### config.mk
export PLATFORM = sky130hd
export DESIGN_NAME = ex_mem
export DESIGN_NICKNAME = d
export VERILOG_FILES = /design/src/rtl/ex_mem.sv
export SDC_FILE = /design/constraint.sdc
export NUM_CORES = 1
export LEC_CHECK = 0
export ABC_CLOCK_PERIOD_IN_PS = 1200
export BUFFER_PORTS_ARGS = -buffer_cell sky130_fd_sc_hd__buf_2
export CAP_MARGIN = 20
export CORE_AREA = 3 3 114 105
export CTS_CLUSTER_DIAMETER = 60
export DETAILED_ROUTE_END_ITERATION = 12
export DIE_AREA = 0 0 117 108
export PLACE_DENSITY = 0.71
export SYNTH_ARGS = -nofsm -noshare
export SYNTH_HDL_FRONTEND = slang
export SYNTH_SLANG_ARGS = --single-unit
### constraint.sdc
create_clock -name clk -period 1.2 [get_ports clk]
set_clock_uncertainty 0.05 [all_clocks]
set_input_delay 0.24 -clock clk [delete_from_list [all_inputs] [get_ports clk]]
set_output_delay 0.24 -clock clk [all_outputs]
set_load 0.02 [all_outputs]
### src/rtl/ex_mem.sv
// EX/MEM pipeline register with stall/flush control and MADD/MSUB accumulate feedback.
// Optional HI/LO write-back path is present only when `EXMEM_HILO_EN is defined.
module ex_mem #(
  parameter int DATA_W = 32,
  parameter int ADDR_W = 5,
  parameter int CNT_W  = 2
) (
  input  logic                clk,
  input  logic                rst,
  input  logic [5:0]          stall,
  input  logic                flush,
  input  logic [ADDR_W-1:0]   ex_wd,
  input  logic                ex_wreg,
  input  logic [DATA_W-1:0]   ex_wdata,
`ifdef EXMEM_HILO_EN
  input  logic                ex_whilo,
  input  logic [DATA_W-1:0]   ex_hi,
  input  logic [DATA_W-1:0]   ex_lo,
`endif
  input  logic [2*DATA_W-1:0] hilo_i,
  input  logic [CNT_W-1:0]    cnt_i,
  output logic [ADDR_W-1:0]   mem_wd,
  output logic                mem_wreg,
  output logic [DATA_W-1:0]   mem_wdata,
`ifdef EXMEM_HILO_EN
  output logic                mem_whilo,
  output logic [DATA_W-1:0]   mem_hi,
  output logic [DATA_W-1:0]   mem_lo,
`endif
  output logic [2*DATA_W-1:0] hilo_o,
  output logic [CNT_W-1:0]    cnt_o
);

  typedef enum logic [1:0] {
    MODE_CAPTURE,
    MODE_BUBBLE,
    MODE_HOLD,
    MODE_CLEAR
  } mode_e;

  mode_e mode;

  logic [ADDR_W-1:0]   wd_q,    wd_d;
  logic                wreg_q,  wreg_d;
  logic [DATA_W-1:0]   wdata_q, wdata_d;
  logic [2*DATA_W-1:0] hilo_q,  hilo_d;
  logic [CNT_W-1:0]    cnt_q,   cnt_d;
`ifdef EXMEM_HILO_EN
  logic                whilo_q, whilo_d;
  logic [DATA_W-1:0]   hi_q,    hi_d;
  logic [DATA_W-1:0]   lo_q,    lo_d;
`endif

  // Flush beats any stall; stall[4] without stall[3] is treated as a plain capture.
  always_comb begin
    if (flush)
      mode = MODE_CLEAR;
    else if (stall[3] && stall[4])
      mode = MODE_HOLD;
    else if (stall[3])
      mode = MODE_BUBBLE;
    else
      mode = MODE_CAPTURE;
  end

  always_comb begin
    // NOTE: every _d gets a default before the case so no path leaves it unassigned (no latches).
    wd_d    = wd_q;
    wreg_d  = wreg_q;
    wdata_d = wdata_q;
    hilo_d  = hilo_q;
    cnt_d   = cnt_q;
`ifdef EXMEM_HILO_EN
    whilo_d = whilo_q;
    hi_d    = hi_q;
    lo_d    = lo_q;
`endif
    unique case (mode)
      MODE_CLEAR: begin
        wd_d    = '0;
        wreg_d  = 1'b0;
        wdata_d = '0;
        hilo_d  = '0;
        cnt_d   = '0;
`ifdef EXMEM_HILO_EN
        whilo_d = 1'b0;
        hi_d    = '0;
        lo_d    = '0;
`endif
      end
      MODE_BUBBLE: begin
        // NOP goes to MEM while the partial accumulate step is parked here for EX.
        wd_d    = '0;
        wreg_d  = 1'b0;
        wdata_d = '0;
        hilo_d  = hilo_i;
        cnt_d   = cnt_i;
`ifdef EXMEM_HILO_EN
        whilo_d = 1'b0;
        hi_d    = '0;
        lo_d    = '0;
`endif
      end
      MODE_HOLD: begin
      end
      default: begin
        wd_d    = ex_wd;
        wreg_d  = ex_wreg;
        wdata_d = ex_wdata;
        hilo_d  = '0;
        cnt_d   = '0;
`ifdef EXMEM_HILO_EN
        whilo_d = ex_whilo;
        hi_d    = ex_hi;
        lo_d    = ex_lo;
`endif
      end
    endcase
  end

  // NOTE: state registers use non-blocking assignments so all flops update together at the edge.
  always_ff @(posedge clk) begin
    if (rst) begin
      wd_q    <= '0;
      wreg_q  <= 1'b0;
      wdata_q <= '0;
      hilo_q  <= '0;
      cnt_q   <= '0;
`ifdef EXMEM_HILO_EN
      whilo_q <= 1'b0;
      hi_q    <= '0;
      lo_q    <= '0;
`endif
    end else begin
      wd_q    <= wd_d;
      wreg_q  <= wreg_d;
      wdata_q <= wdata_d;
      hilo_q  <= hilo_d;
      cnt_q   <= cnt_d;
`ifdef EXMEM_HILO_EN
      whilo_q <= whilo_d;
      hi_q    <= hi_d;
      lo_q    <= lo_d;
`endif
    end
  end

  assign mem_wd    = wd_q;
  assign mem_wreg  = wreg_q;
  assign mem_wdata = wdata_q;
  assign hilo_o    = hilo_q;
  assign cnt_o     = cnt_q;
`ifdef EXMEM_HILO_EN
  assign mem_whilo = whilo_q;
  assign mem_hi    = hi_q;
  assign mem_lo    = lo_q;
`endif

endmodule

==> flow_summary.yaml <==
power_and_ir_drop:
  cellLeakagePower_nw: 2.66
  vdd_ir_drop_max_uv: 1010
  p_clk_frac: 0.418
  sw_frac_of_total: 0.225
  internal_power_mw: 5.78
  seqPwrFrac: 0.479
  p_per_area_nw_per_um2: 1400
  power_frac_comb: 0.103
  power.total_mw: 7.45
  p_sw_mw: 1.67
yosys:
  syn-cell-area_um2: 3800
  synthCells: 383
  synth.most_common_cell: "dfxtp_1"
  yosys-top-cells-area: "dfxtp_1, mux2i_1, nor2_1, nand2b_1, a21oi_1"
  synth_top_area_frac: 0.548
  ys_warn_count: 0
  synthTopCellsByCount: "dfxtp_1, mux2i_1, nor2_1"
  syn_avg_cell_area_um2: 9.91
  ys_seq_area_frac: 0.548
  synth_edf_count: 0
  ys_types: 13
  synth_top_flop_cell: "dfxtp_1"
  ys_ff_latch: 104
  ys_async_sr_fraction: 0
  yosys.area.top_type: "dfxtp_1"
  synth_nets: 496
timing:
  maxClockFrequency_mhz: 866
  rsz0062_at_grt: "false"
  maxSlewViolCount: 0
  max_slew_margin: 0.817
  fin_crit_sh: 0.962
  hold_slack_ps: 79.3
  setup_tns_ps: 0
  setup_viol: 0
  hold_violations: 0
  worst_slew_pin_slew_ps: 275
  period_needed_ps: 1150
setup_path:
  cp-end-kind: "output port"
  startpoint_type: "flop"
  r2r_slack_ps: 500
  critPathMaxFanout: 2
  crit_family: "flip-flops"
  path_depth: 1
  ff2ff_path_depth: 2
  path_cells: "buf_2"
  max_stage_delay_ps: 340
  cp.required_ps: 910
  cp_slowest_cell: "dfxtp_1"
  worstPathArrival_ps: 860
  path_buf_inv: 1
  worstSetupPathType: "flop to output port"
die:
  fp.dieH_um: 108
  die_w_um: 117
  pin_count: 217
  initial_core_util: 0.351
  die_area_um2: 12600
  fp-row-count: 36
  core_area_um2: 10800
routing:
  detail-route-antenna-nets: 0
  drt-initial-drc-count: 221
  route.detailed.drc: 0
  drt-total-wl_mm: 9.58
  vias_per_cell: 4.61
  first_pass_iters: 4
  num_vias: 3332
  wl_per_cell_um: 13.3
clock_network:
  cts_buffers: 9
  cts_root_buf: "clkbuf_16"
  cts_tree: "built"
  clock_latency_ps: 340
  cts.sinks: 104
  clk_pin_slew_ps: 70
  cts.htree.levels: 3
  postCtsSetupBuffers: 0
  cts_buffer_depth: 2
placement:
  hpwlAfterDp_mm: 7.26
  port_buffers: 212
  dpl_cell_area_um2: 5000
  gp_congestion: 0.735
  placed_cells: 706
finish:
  finalNonFillerCells: 722
  nets: 697
  postLayoutCellArea_um2: 5330
  layout-drive-gt1-share: 0.402
  syn2layout_area_growth_pct: 40.3
  insertedDiodeCount: 0
min_path:
  hold_class: "primary input to flop"
  hold_depth: 3
global_route:
  first_global_vias: 3141
  grt_antenna_before_repair: 0
  grt_usage: 0.146
  grt_pass1_wl_mm: 14.6
  grt_max_degree: 68
  grt-ovfl-total: 0
job:
  maxCapViolCount: 0
run_status:
  outcome: "finished, final reports clean"
==> metrics by stage <==
step / setup WS [ps] / utilization
6_report: 45.3 / 0.493
5_1_grt: 2.73 / 0.493
4_1_cts: 15.7 / 0.492
3_5_place_dp: -158 / 0.462
3_3_place_gp: -114 / 0.462
2_1_floorplan: -17.8 / -
==> metal layers <==
metal | track usage | vias up | share of wire | routed length (um)
li1 | - | 1679 | - | -
met1 | 0.150 | 1515 | 0.38 | 3630
met2 | 0.265 | 130 | 0.52 | 4990
met3 | 0.0688 | 8 | 0.090 | 866
met4 | 0.0369 | 0 | 0.0098 | 94
met5 | 0 | - | 0 | 0
==> cells in the final DEF (no fill, tap or decap), drive strengths merged <==
cell type | synthesis | layout
buf | 22 | 221
dfxtp | 104 | 104
mux2i | 66 | 66
nor2 | 66 | 66
nand2b | 38 | 38
nand3 | 38 | 38
a21oi | 38 | 38
clkbuf | 9 | 11
clkinvlp | 0 | 2
bufinv | 0 | 2
or2 | 1 | 1
or3b | 1 | 1
clkinv | 0 | 1
==> sequential cells by signal (all words and copies together) (netlist names) <==
register / count
mem_wdata: 32
cnt_o: 2
mem_wreg: 1
mem_wd: 5
hilo_o: 64
==> logic make-up (layout without fill, tap and decap cells) <==
kind of cell / count (synthesis) / in the layout / share of synthesized area
simple gates: 144 / 144 / 0.182
buf+inv: 31 / 237 / 0.0458
mux: 66 / 66 / 0.174
compound gates: 38 / 38 / 0.0501
flops: 104 / 104 / 0.548
==> power by group through the flow <==
stage	sequential, mW	combinational (mW)	clock [mW]
2_1_floorplan	3.74	0.349	0
3_3_place_gp	3.64	0.760	0
3_5_place_dp	3.64	0.778	0
4_1_cts	3.57	0.780	3.20
5_1_grt	3.57	0.849	3.34
6_report	3.57	0.770	3.11
==> tightest hold or removal path, delay by kind of cell <==
| kind | cells | cell delay, ps |
|---|---|---|
| buf+inv | 1 | 70 |
| simple gates | 1 | 70 |
| mux | 1 | 50 |
==> path summary, 6_finish.rpt <==
kind                                    from                    endpoint
setup reg to reg      hilo_o[5]$_SDFFE_PP0P_      hilo_o[5]$_SDFFE_PP0P_
hold / removal                    hilo_i[25]     hilo_o[25]$_SDFFE_PP0P_
setup / recovery  mem_wdata[29]$_SDFFE_PP0P_               mem_wdata[29]
hold reg to reg   mem_wdata[26]$_SDFFE_PP0P_  mem_wdata[26]$_SDFFE_PP0P_
==> timing repair <==
action,in CTS,in global routing
hold buffers,0,0
setup endpoints to repair,0,4
gates resized for setup,0,4
==> area by class of cell <==
class                      instances  area [um2]
tap                              133         166
timing repair buffer             221        1220
clock inverter                     5        80.1
fill                            1029        5480
multi-input combinational        248        1540
sequential                       104        2080
clock buffer                      11         243
Power figures use the tool's default switching activity.
